`src/rtl/writeback_stage.sv`:
```
// rtl/writeback_stage.sv - MEM/WB pipeline register, load extraction and register-file write-back.
// Optional retired-instruction counter enabled by defining WB_INSTRET_EN.
module writeback_stage (
  input  logic        clk,
  input  logic        n_rst,
  input  logic        stall,
  input  logic        flush,
  input  logic        mem_valid,
  input  logic        mem_reg_write,
  input  logic [4:0]  mem_rd,
  input  logic [1:0]  mem_wb_sel,
  input  logic [2:0]  mem_funct3,
  input  logic [31:0] mem_alu_result,
  input  logic [31:0] mem_pc_plus4,
  input  logic [31:0] mem_imm,
  input  logic [31:0] mem_load_word,
  output logic        rf_we,
  output logic [4:0]  rf_waddr,
  output logic [31:0] rf_wdata,
  output logic        fwd_valid,
  output logic        load_misaligned,
  output logic        retire
`ifdef WB_INSTRET_EN
  ,
  output logic [63:0] instret
`endif
);

  localparam logic [1:0] SEL_ALU  = 2'b00;
  localparam logic [1:0] SEL_LOAD = 2'b01;
  localparam logic [1:0] SEL_LINK = 2'b10;
  localparam logic [1:0] SEL_IMM  = 2'b11;

  localparam logic [2:0] F3_LB  = 3'b000;
  localparam logic [2:0] F3_LH  = 3'b001;
  localparam logic [2:0] F3_LW  = 3'b010;
  localparam logic [2:0] F3_LBU = 3'b100;
  localparam logic [2:0] F3_LHU = 3'b101;

  logic        wb_valid;
  logic        wb_reg_write;
  logic [4:0]  wb_rd;
  logic [1:0]  wb_sel;
  logic [2:0]  wb_funct3;
  logic [31:0] wb_alu_result;
  logic [31:0] wb_pc_plus4;
  logic [31:0] wb_imm;

  logic [1:0]  offset;
  logic [7:0]  ld_byte;
  logic [15:0] ld_half;
  logic [31:0] ld_data;
  logic        misaligned;
  logic        commit;
  logic [31:0] sel_data;

  // Flush only drops valid; payload fields are don't-care once invalid.
  always_ff @(posedge clk or negedge n_rst) begin
    if (!n_rst) begin
      wb_valid      <= 1'b0;
      wb_reg_write  <= 1'b0;
      wb_rd         <= 5'd0;
      wb_sel        <= 2'b00;
      wb_funct3     <= 3'b000;
      wb_alu_result <= 32'd0;
      wb_pc_plus4   <= 32'd0;
      wb_imm        <= 32'd0;
    end else if (flush) begin
      wb_valid <= 1'b0;
    end else if (!stall) begin
      wb_valid      <= mem_valid;
      wb_reg_write  <= mem_reg_write;
      wb_rd         <= mem_rd;
      wb_sel        <= mem_wb_sel;
      wb_funct3     <= mem_funct3;
      wb_alu_result <= mem_alu_result;
      wb_pc_plus4   <= mem_pc_plus4;
      wb_imm        <= mem_imm;
    end
  end

  assign offset = wb_alu_result[1:0];

  always_comb begin
    ld_byte = mem_load_word[7:0];
    case (offset)
      2'd0: ld_byte = mem_load_word[7:0];
      2'd1: ld_byte = mem_load_word[15:8];
      2'd2: ld_byte = mem_load_word[23:16];
      2'd3: ld_byte = mem_load_word[31:24];
      default: ld_byte = mem_load_word[7:0];
    endcase
    ld_half = offset[1] ? mem_load_word[31:16] : mem_load_word[15:0];
  end

  always_comb begin
    ld_data = mem_load_word;
    case (wb_funct3)
      F3_LB:   ld_data = {{24{ld_byte[7]}}, ld_byte};
      F3_LH:   ld_data = {{16{ld_half[15]}}, ld_half};
      F3_LBU:  ld_data = {24'd0, ld_byte};
      F3_LHU:  ld_data = {16'd0, ld_half};
      default: ld_data = mem_load_word;
    endcase
  end

  always_comb begin
    misaligned = 1'b0;
    if (wb_sel == SEL_LOAD) begin
      case (wb_funct3)
        F3_LW:          misaligned = (offset != 2'd0);
        F3_LH, F3_LHU:  misaligned = offset[0];
        default:        misaligned = 1'b0;
      endcase
    end
  end

  always_comb begin
    sel_data = wb_alu_result;
    case (wb_sel)
      SEL_ALU:  sel_data = wb_alu_result;
      SEL_LOAD: sel_data = ld_data;
      SEL_LINK: sel_data = wb_pc_plus4;
      SEL_IMM:  sel_data = wb_imm;
      default:  sel_data = wb_alu_result;
    endcase
  end

  // A stalled instruction stays resident and commits once, when stall releases.
  assign commit          = wb_valid & ~stall;
  assign rf_we           = commit & wb_reg_write & (wb_rd != 5'd0) & ~misaligned;
  assign rf_waddr        = wb_rd;
  assign rf_wdata        = wb_valid ? sel_data : 32'd0;
  assign fwd_valid       = rf_we;
  assign retire          = commit & ~misaligned;
  assign load_misaligned = commit & misaligned;

`ifdef WB_INSTRET_EN
  always_ff @(posedge clk or negedge n_rst) begin
    if (!n_rst) begin
      instret <= 64'd0;
    end else if (retire) begin
      instret <= instret + 64'd1;
    end
  end
`endif

endmodule

```
`config.mk`:
```
export PLATFORM = sky130hd
export DESIGN_NAME = writeback_stage
export DESIGN_NICKNAME = d
export VERILOG_FILES = /design/src/rtl/writeback_stage.sv
export SDC_FILE = /design/constraint.sdc
export NUM_CORES = 1
export LEC_CHECK = 0
export ABC_CLOCK_PERIOD_IN_PS = 3560
export BUFFER_PORTS_ARGS = -buffer_cell sky130_fd_sc_hd__buf_4
export CORE_UTILIZATION = 45
export DETAILED_ROUTE_END_ITERATION = 12
export GPL_TIMING_DRIVEN = 0
export PLACE_DENSITY_LB_ADDON = 0.2
export SLEW_MARGIN = 5
export SYNTH_ARGS = -nofsm -noshare
export SYNTH_HDL_FRONTEND = slang
export SYNTH_SLANG_ARGS = --single-unit
```
`constraint.sdc`:
```
create_clock -name clk -period 3.56 [get_ports clk]
set_input_delay 0 -clock clk [delete_from_list [all_inputs] [get_ports clk]]
set_output_delay 0 -clock clk [all_outputs]
set_load 0.005 [all_outputs]
```
==> qor.yml <==
internal-power_uw: 2480
htreeDepth: 3
initial_core_util: 0.465
antenna_found_initial: 0
gp_routability_congestion: 0.868
ys_seq_elements: 108
overflow: 0
seq_power_share: 0.432
grt_pass1_vias: 5428
arrival_ns: 2.48
peakVddDrop_v: 0.000492
track_usage: 0.296
total_power_uw: 3490
drv_slew: 0
cts_tree: "done"
synth.largest_area_cell: "dfrtp_1"
tns_ns: 0
finClkSkew_ns: 0
vias: 5243
wl_per_cell_um: 19.3
fmax_mhz: 403
yosysSeqAreaShare: 0.481
die_w_um: 114
critical_path_required_ns: 3.56
clk_pin_slew_ns: 0.07
numCtsBuffers: 9
drt-pass1-iter-count: 5
timing.hold.ws_ns: 0.159
ys_warn_count: 0
place_inst: 840
grt_max_degree: 109
max_slew_margin: 0.474
crit_path_cell_trace: "clkbuf_1 > o41ai_1 > a21oi_1 > o311a_1 > buf_4 > buf_4"
drtIter0Drc: 348
combPwrFrac: 0.289
vias_per_cell: 5.42
ys.flop_type: "dfrtp_1"
powerDensity_nw_per_um2: 405
synth_area_um2: 5610
synth_edf_count: 0
ctsRootBufferMaster: "clkbuf_16"
num_io_pins: 185
worst-setup-path-type: "reg2out"
die_h_um: 114
nets: 938
drive_above_1_share: 0.433
antennaDiodeCount: 0
postCtsResizedCells: 0
clock_path_buffers: 2
synth.distinct_cells: 39
num_rows: 40
min_path_type: "in2async"
p_clk_frac: 0.279
cp_max_fo: 10
synth-async-reset-ratio: 1.00
crit_top_cell: "buf_4"
postSynthCellCount: 488
area_delta_synth_final_pct: 53.7
crit_path_end_kind: "output port"
routed_wl_mm: 18.7
die-area_um2: 12900
syn_area_per_cell_um2: 11.5
p_sw_frac: 0.290
layout.cells.non_filler: 967
postCtsHoldBufs: 109
start_kind: "flip-flop"
grt_pass1_wl_mm: 28.5
detail-route-antenna-nets: 0
min_period_ns: 2.48
critPathMaxStageDelay_ns: 0.76
post-dp-hpwl_mm: 12.9
hold_viol: 0
fin_util: 0.715
synth.area.top_cells: "dfrtp_1 48%, mux2_2 22%, o21ai_0 4.3%"
cp_slowest_cell: "o41ai_1"
tightest_slew_ns: 0.779
finalSetupViolCount: 0
leakage_uw: 0.00378
core_area_um2: 12100
post_cts_buffers: 0
drv_cap: 0
switchingPower_uw: 1010
portBuffers: 184
rsz0062_at_grt: "no"
synth.net_count: 632
clock_latency_ns: 0.35
clock_sinks: 108
drc: 0
yosysTopAreaCellShare: 0.481
finalCritPeriodShare: 0.697
status: "completed"
-- flip-flops by register name, indices dropped and copies added (netlist names) --
name,count
rf_waddr,5
wb_alu_result,32
wb_funct3,3
wb_imm,32
wb_pc_plus4,32
wb_reg_write,1
wb_sel,2
wb_valid,1
-- layer usage --
layer / vias up / wire (um) / GRT usage / share of wire
met4: 0 / 515 / 0.104 / 0.028
met3: 40 / 1180 / 0.0733 / 0.063
met2: 227 / 9270 / 0.496 / 0.50
met5: - / 0 / 0 / 0
li1: 2402 / - / - / -
met1: 2574 / 7700 / 0.373 / 0.41
-- cell families (layout without fill, tap and decap cells) --
| logic type | count (synthesis) | count (layout) | synth area share |
|---|---|---|---|
| AO/OA/AOI/OAI | 146 | 146 | 0.175 |
| buffers and inverters | 46 | 357 | 0.0379 |
| AND/OR/NAND/NOR | 60 | 60 | 0.0510 |
| multiplexers | 128 | 128 | 0.254 |
| flip-flops | 108 | 108 | 0.481 |
-- cell type report --
class / count / area [um^2]
fillers: 837 / 3440
plain buffers: 40 / 190
multi-input cells: 334 / 2700
flip-flops and latches: 108 / 2700
clock inverters: 3 / 18.8
repair buffers: 295 / 2510
clock buffers: 13 / 270
well taps: 168 / 210
inverters: 6 / 22.5
-- critical path, delay by kind of cell, from the launching register on --
kind	cells	cell delay [ns]
DFF	1	0.42
AOI/OAI and AO/OA	3	1.19
buffers and inverters	3	0.51
-- stage by stage --
step | setup slack [ns] | area (um^2)
2_1_floorplan | 2.14 | 5610
3_3_place_gp | 1.47 | 7200
3_5_place_dp | 1.51 | 7200
4_1_cts | 1.11 | 8580
5_1_grt | 1.00 | 8630
6_report | 1.08 | 8630
-- power groups by stage --
stage	Clock, uW	Sequential, uW	Combinational, uW
detailed placement	0	1530	894
CTS	995	1510	992
global route	1040	1530	1090
global placement	0	1520	872
floorplan	0	1500	533
finish	975	1510	1010
-- layout by cell type (no fill, tap or decap), types with 9 or more instances in the layout --
master,Yosys,layout
clkbuf_1,16,17
nand2_1,30,30
o221ai_1,10,10
mux2_2,109,109
buf_2,20,20
a21oi_2,11,11
o2bb2ai_1,20,20
buf_4,2,185
a22oi_1,17,17
nand2b_1,11,11
dlygate4sd3_1,0,110
mux2i_1,12,12
dfrtp_1,108,108
a21oi_1,22,22
o21ai_0,48,48
clkbuf_16,0,9
-- synth_stat cells (2+ instances only) --
library cell and n:
a21boi_1 6, a21oi_1 22, a21oi_2 11, a22oi_1 17
and2_1 2, buf_2 20, buf_4 2, clkbuf_1 16
dfrtp_1 108, inv_1 5, mux2_1 7, mux2_2 109
mux2i_1 12, nand2_1 30, nand2b_1 11, nor2_1 8
nor2b_1 2, o21a_1 2, o21ai_0 48, o221ai_1 10
o22ai_1 2, o2bb2ai_1 20, or3_1 2
-- final timing paths --
| path | startpoint | endpoint | slack (ns) | depth (start not counted) |
|---|---|---|---|---|
| max | wb_funct3[0] | rf_we | 1.08 | 6 |
| min | n_rst | wb_imm[9] | 0.16 | 2 |
| max reg2reg | wb_valid | wb_valid | 2.12 | 3 |
| min reg2reg | wb_pc_plus4[3] | wb_pc_plus4[3] | 0.50 | 1 |
| max in group asynchronous | n_rst | wb_imm[21] | 2.75 | 3 |
| min in group clk | stall | wb_alu_result[20] | 0.34 | 4 |
(Power assumes the default switching activity.)
